==> config.mk <==
export PLATFORM = sky130hd
export DESIGN_NAME = rv_mem_wb
export DESIGN_NICKNAME = d
export VERILOG_FILES = /design/src/rtl/rv_mem_wb.sv
export SDC_FILE = /design/constraint.sdc
export NUM_CORES = 1
export LEC_CHECK = 0
export CAP_MARGIN = 20
export CELL_PAD_IN_SITES_DETAIL_PLACEMENT = 1
export CELL_PAD_IN_SITES_GLOBAL_PLACEMENT = 1
export CORE_MARGIN = 10
export CORE_UTILIZATION = 28
export DETAILED_ROUTE_END_ITERATION = 8
export GPL_ROUTABILITY_DRIVEN = 0
export PLACE_DENSITY_LB_ADDON = 0.1
export REMOVE_ABC_BUFFERS = 1
export SYNTH_ARGS = -nofsm -noshare
export SYNTH_HDL_FRONTEND = slang
export SYNTH_SLANG_ARGS = --single-unit
export TNS_END_PERCENT = 20
==> constraint.sdc <==
create_clock -name clk -period 3.3 [get_ports clk]
set_input_delay 0.66 -clock clk [delete_from_list [all_inputs] [get_ports clk]]
set_output_delay 0.66 -clock clk [all_outputs]
set_load 0.01 [all_outputs]
==> src/rtl/rv_mem_wb.sv <==
// Memory/write-back stage: data-memory access with back-pressure, load alignment
// and the registered Q104H register-file write port.
//   state    | meaning
//   IDLE     | no access outstanding; non-mem ops complete here
//   REQ      | request offered, waiting for dmem_req_ready
//   WAIT_RSP | load accepted, waiting for dmem_rsp_valid
module rv_mem_wb #(
  parameter int unsigned MAX_WAIT = 255
) (
  input  logic        clk,
  input  logic        rst,
  input  logic        valid_Q103H,
  input  logic [31:0] alu_out_Q103H,
  input  logic [31:0] pc_plus4_Q103H,
  input  logic [31:0] store_data_Q103H,
  input  logic [4:0]  rd_Q103H,
  input  logic        reg_write_en_Q103H,
  input  logic        mem_rd_en_Q103H,
  input  logic        mem_wr_en_Q103H,
  input  logic [1:0]  mem_size_Q103H,
  input  logic        mem_unsigned_Q103H,
  input  logic [1:0]  wb_sel_Q103H,
  output logic        stall_Q103H,
  output logic        dmem_req_valid,
  input  logic        dmem_req_ready,
  output logic [31:0] dmem_addr,
  output logic        dmem_we,
  output logic [3:0]  dmem_be,
  output logic [31:0] dmem_wdata,
  input  logic        dmem_rsp_valid,
  input  logic [31:0] dmem_rsp_data,
  output logic [31:0] wb_data_Q104H,
  output logic [4:0]  rd_Q104H,
  output logic        reg_write_en_Q104H,
  output logic        misaligned_Q104H,
  output logic        timeout_Q104H
);

  localparam int CW = $clog2(MAX_WAIT + 1);
  localparam logic [CW-1:0] LAST_CNT = CW'(MAX_WAIT - 1);

  typedef enum logic [1:0] {IDLE, REQ, WAIT_RSP} state_t;

  state_t        state, state_nxt;
  logic [CW-1:0] wait_cnt, wait_cnt_nxt;
  logic          req_valid;
  logic          complete;
  logic          abort;
  logic          mem_op;
  logic          misaligned;
  logic          mis_evt;
  logic          wait_done;
  logic [1:0]    a;
  logic [7:0]    ld_byte;
  logic [15:0]   ld_half;
  logic [31:0]   load_data;
  logic [31:0]   wb_sel_data;

  assign a          = alu_out_Q103H[1:0];
  assign mem_op     = valid_Q103H & (mem_rd_en_Q103H | mem_wr_en_Q103H);
  assign misaligned = ((mem_size_Q103H == 2'b01) & a[0]) |
                      (mem_size_Q103H[1] & (a != 2'b00));
  assign mis_evt    = (state == IDLE) & mem_op & misaligned;
  // >= also covers a load accepted on the very last REQ cycle
  assign wait_done  = wait_cnt >= LAST_CNT;

  always_comb begin
    state_nxt    = state;
    wait_cnt_nxt = wait_cnt;
    req_valid    = 1'b0;
    complete     = 1'b0;
    abort        = 1'b0;
    case (state)
      IDLE: begin
        wait_cnt_nxt = '0;
        if (mem_op & ~misaligned) begin
          req_valid = 1'b1;
          if (dmem_req_ready) begin
            if (mem_wr_en_Q103H) complete = 1'b1;
            else                 state_nxt = WAIT_RSP;
          end else begin
            state_nxt = REQ;
          end
        end else begin
          complete = 1'b1;
        end
      end
      REQ: begin
        wait_cnt_nxt = wait_cnt + CW'(1);
        req_valid    = 1'b1;
        if (dmem_req_ready) begin
          if (mem_wr_en_Q103H) begin
            complete  = 1'b1;
            state_nxt = IDLE;
          end else begin
            state_nxt = WAIT_RSP;
          end
        end else if (wait_done) begin
          complete  = 1'b1;
          abort     = 1'b1;
          state_nxt = IDLE;
        end
      end
      WAIT_RSP: begin
        wait_cnt_nxt = wait_cnt + CW'(1);
        if (dmem_rsp_valid) begin
          complete  = 1'b1;
          state_nxt = IDLE;
        end else if (wait_done) begin
          complete  = 1'b1;
          abort     = 1'b1;
          state_nxt = IDLE;
        end
      end
      default: state_nxt = IDLE;
    endcase
  end

  assign dmem_req_valid = req_valid & ~rst;
  assign stall_Q103H    = valid_Q103H & ~complete & ~rst;
  assign dmem_addr      = {alu_out_Q103H[31:2], 2'b00};
  assign dmem_we        = mem_wr_en_Q103H;

  always_comb begin
    dmem_be    = 4'b1111;
    dmem_wdata = store_data_Q103H;
    if (mem_wr_en_Q103H) begin
      case (mem_size_Q103H)
        2'b00: begin
          dmem_be    = 4'b0001 << a;
          dmem_wdata = {4{store_data_Q103H[7:0]}};
        end
        2'b01: begin
          dmem_be    = a[1] ? 4'b1100 : 4'b0011;
          dmem_wdata = {2{store_data_Q103H[15:0]}};
        end
        default: begin
          dmem_be    = 4'b1111;
          dmem_wdata = store_data_Q103H;
        end
      endcase
    end
  end

  always_comb begin
    ld_byte = dmem_rsp_data[7:0];
    case (a)
      2'd1:    ld_byte = dmem_rsp_data[15:8];
      2'd2:    ld_byte = dmem_rsp_data[23:16];
      2'd3:    ld_byte = dmem_rsp_data[31:24];
      default: ld_byte = dmem_rsp_data[7:0];
    endcase
    ld_half = a[1] ? dmem_rsp_data[31:16] : dmem_rsp_data[15:0];
    case (mem_size_Q103H)
      2'b00:   load_data = {{24{ld_byte[7] & ~mem_unsigned_Q103H}}, ld_byte};
      2'b01:   load_data = {{16{ld_half[15] & ~mem_unsigned_Q103H}}, ld_half};
      default: load_data = dmem_rsp_data;
    endcase
    case (wb_sel_Q103H)
      2'b01:   wb_sel_data = load_data;
      2'b10:   wb_sel_data = pc_plus4_Q103H;
      default: wb_sel_data = alu_out_Q103H;
    endcase
  end

  always_ff @(posedge clk) begin
    if (rst) begin
      state              <= IDLE;
      wait_cnt           <= '0;
      wb_data_Q104H      <= '0;
      rd_Q104H           <= '0;
      reg_write_en_Q104H <= 1'b0;
      misaligned_Q104H   <= 1'b0;
      timeout_Q104H      <= 1'b0;
    end else begin
      state    <= state_nxt;
      wait_cnt <= wait_cnt_nxt;
      if (complete) begin
        wb_data_Q104H      <= wb_sel_data;
        rd_Q104H           <= rd_Q103H;
        reg_write_en_Q104H <= valid_Q103H & reg_write_en_Q103H & (rd_Q103H != 5'd0) &
                              ~abort & ~mis_evt;
        misaligned_Q104H   <= mis_evt;
        timeout_Q104H      <= abort;
      end else begin
        reg_write_en_Q104H <= 1'b0;
        misaligned_Q104H   <= 1'b0;
        timeout_Q104H      <= 1'b0;
      end
    end
  end

endmodule

==> reports/metrics.cfg, run 1 <==
[status]
status=finished, final reports clean

[flow_run]
cap_violations=0

[grt]
antenna_found_initial=1
grt_max_degree=43
grt_pass1_vias=5259
grt_pass1_wl_um=31400
grt_overflow=0
grt_usage=0.193

[yosys]
synth.distinct_cells=53
synthCells=558
netlist_area_um2=4200
ys_async_sr_fraction=0
avgSynthCellArea_um2=7.52
yosysTopAreaCell=dfxtp_1
synth_ff_type=dfxtp_1
synth_area_leaders=dfxtp_1 (24%), buf_4 (7.3%), nand4b_1 (7.3%), o21ai_0 (5.0%), a21oi_1 (4.5%)
synth_top_area_frac=0.239
yosys_register_bits=50
ys_warn_count=0
synth_edf_count=0
yosysSeqAreaShare=0.239

[finish]
final_area_um2=6840
layout_common_cells=clkdlybuf4s50_1 (252), dfxtp_1 (50), nand2_1 (44)
fin_nets=907
n_antenna_cell=0
fillCellCount=1725
fin_cells=938
final_common_cell=clkdlybuf4s50_1
drive_above_1_share=0.0796
area_growth_pct=63.0

[critical_path]
r2r_slack_ps=1180
cp-startpoint=mem_size_Q103H[0]
critPathMaxStageDelay_ps=510
end_kind=output pin
worstPathCellList=clkdlybuf4s50_1 > buf_4 > nor3b_2 > buf_4 > mux2_2 > clkdlybuf4s50_1
crit_fanout=8
cp_top_family=buffers and inverters
path_class=primary input to output pin
cp_num_buf_inv=4
worstReg2RegStart=state[1]
cp.arrival_ps=2560
cp_slowest_cell=clkdlybuf4s50_1
critical_path.startpoint_type=primary input
required_ps=2640

[sta]
clock.fmax_mhz=311
worst_slew_pin_slew_ps=861
hold_violations=0
setup_viol=0
layout_min_cycle_time_ps=3220
fin_ws_ps=81.7
rsz0062_at_grt=no
slew_violations=0
finalCritPeriodShare=0.975
fin_skew_ps=4.64
slew_headroom=0.426

[pwr]
switchingPower_w=0.000709
netSwitchingFraction=0.332
p_clk_frac=0.270
p_seq_frac=0.322
irDropWorstVdd_v=0.000205
combinationalPowerShare=0.408
p_per_area_nw_per_um2=312
p_leak_nw=2.61
p_int_w=0.00143
fin_total_pwr_w=0.00214

[route]
wl_per_cell_um=22.2
antenna_left=0
drt_wl_total_um=20800
vias_per_cell=5.35
drtIter0Drc=342
vias=5015
drc=0
first_pass_iters=6

[placement]
portBuffers=254
pre_cts_ws_ps=-26.4
dp.cells=930
dpl_cell_area_um2=6680
dp_hpwl_um=16000

[clocking]
cts_setup_buffers=0
clock_path_buffers=2
postCtsHoldBufs=0
cts.sinks=50
cts_tree=done
path_clk_slew_ps=80
root_buffer=clkbuf_16
h-tree-depth=2
clock_latency_ps=300
numCtsBuffers=5

[floorplanning]
dieArea_um2=20300
initial_core_util=0.288
die_h_um=142
core-area_um2=14600
floorplan.rows=44
die_w_um=142
num_io_pins=257

[worst_hold_path]
hold_path_class=flip-flop to flip-flop
hold_start=wb_data_Q104H[1]

-- cells in the mapped netlist, types with 2 or more instances --
library cell  count
or3_1             2
mux2i_1          12
o2111ai_1         3
a21oi_1          38
buf_6             3
and3_1            2
buf_2            12
nor2_1           29
ha_1              8
a221oi_1         13
and2_1            2
o21bai_1          6
nor3_1            7
buf_1             3
nor3b_1           2
dfxtp_1          50
nand3_1          12
nand2_1          44
buf_4            41
nor4b_1           3
o211ai_1          4
nand2b_1          9
inv_1            31
a31oi_1           4
o21ai_1          21
a211oi_1          2
xor2_1            4
nand4_1           3
a32oi_1           2
a221o_1          19
clkbuf_1         34
o21ai_0          42
nor2b_1          17
nand4b_1         35
o41ai_1           8
mux2_2           14
-- final timing paths --
check | end | cells past startpoint
setup reg to reg | wb_data_Q104H[6] | 7
setup / recovery | dmem_wdata[9] | 6
hold reg to reg | wb_data_Q104H[1] | 2
hold / removal | wb_data_Q104H[1] | 2
-- what timing repair did --
item | 4_1_cts | 5_1_grt
gates resized for setup | 2 | 1
endpoints found under the setup margin | 1 | 1
endpoints found under the hold margin | 0 | 0
pin swaps | 0 | 0
-- logic make-up after synthesis --
kind of cell               synth area share
AOI/OAI and AO/OA                     0.262
and+or+nand+nor                       0.235
adders and majority gates            0.0239
other                              0.000894
xor gates and xnor gates             0.0104
DFF                                   0.239
muxes                                0.0716
buffers and inverters                 0.158
-- power groups by stage --
stage	registers (W)	clock network [W]	logic [W]
detailed placement	0.000702	0	0.000871
floorplan	0.000723	0	0.000269
global placement	0.000699	0	0.000857
finish	0.000688	0.000577	0.000870
CTS	0.000689	0.000590	0.000879
global route	0.000695	0.000607	0.000941
-- per-layer routing --
metal / routed length, um / global-route usage / vias up
li1: - / - / 2376
met1: 8680 / 0.229 / 2431
met2: 9980 / 0.328 / 193
met3: 1990 / 0.0761 / 13
met4: 175 / 0.0282 / 2
met5: 9 / 0 / -
-- layout make-up --
cell class / instances / area [um^2] / share of cell area
Clock buffer: 5 / 125 / 0.0183
Clock inverter: 3 / 28.8 / 0.00421
Inverter: 31 / 116 / 0.0170
Multi-Input combinational cell: 384 / 2570 / 0.376
Sequential cell: 50 / 1000 / 0.146
Tap cell: 184 / 230 / 0.0337
Timing Repair Buffer: 281 / 2770 / 0.405
-- stage by stage --
step / setup TNS (ps) / hold slack, ps / utilization
3_5_place_dp: -26.4 / 470 / 0.458
5_1_grt: 0 / 519 / 0.469
6_report: 0 / 471 / 0.469
3_3_place_gp: 0 / 462 / 0.458
4_1_cts: 0 / 482 / 0.469
2_1_floorplan: -13210 / 458 / -
-- state kept, by name, indices dropped and copies added, names as in the netlist --
signal and flops:
state 2, timeout_Q104H 1, wait_cnt 8, rd_Q104H 5, reg_write_en_Q104H 1, wb_data_Q104H 32
misaligned_Q104H 1
-- worst min-delay path, cell delays in order, from the launching register on --
cell and delay, ps:
dfxtp_1 320, nand3_1 60, a21oi_1 50
(Power assumes the default switching activity.)
==> run 2, diff against run 1 <==
--- a/config.mk
+++ b/config.mk
@@ -10,6 +10,7 @@
 export CELL_PAD_IN_SITES_GLOBAL_PLACEMENT = 1
 export CORE_MARGIN = 10
 export CORE_UTILIZATION = 28
+export CTS_CLUSTER_SIZE = 8
 export DETAILED_ROUTE_END_ITERATION = 8
 export GPL_ROUTABILITY_DRIVEN = 0
 export PLACE_DENSITY_LB_ADDON = 0.1
==> results of run 2 <==
Same layout as run 1: the final DEF is identical, and so are final timing and power.
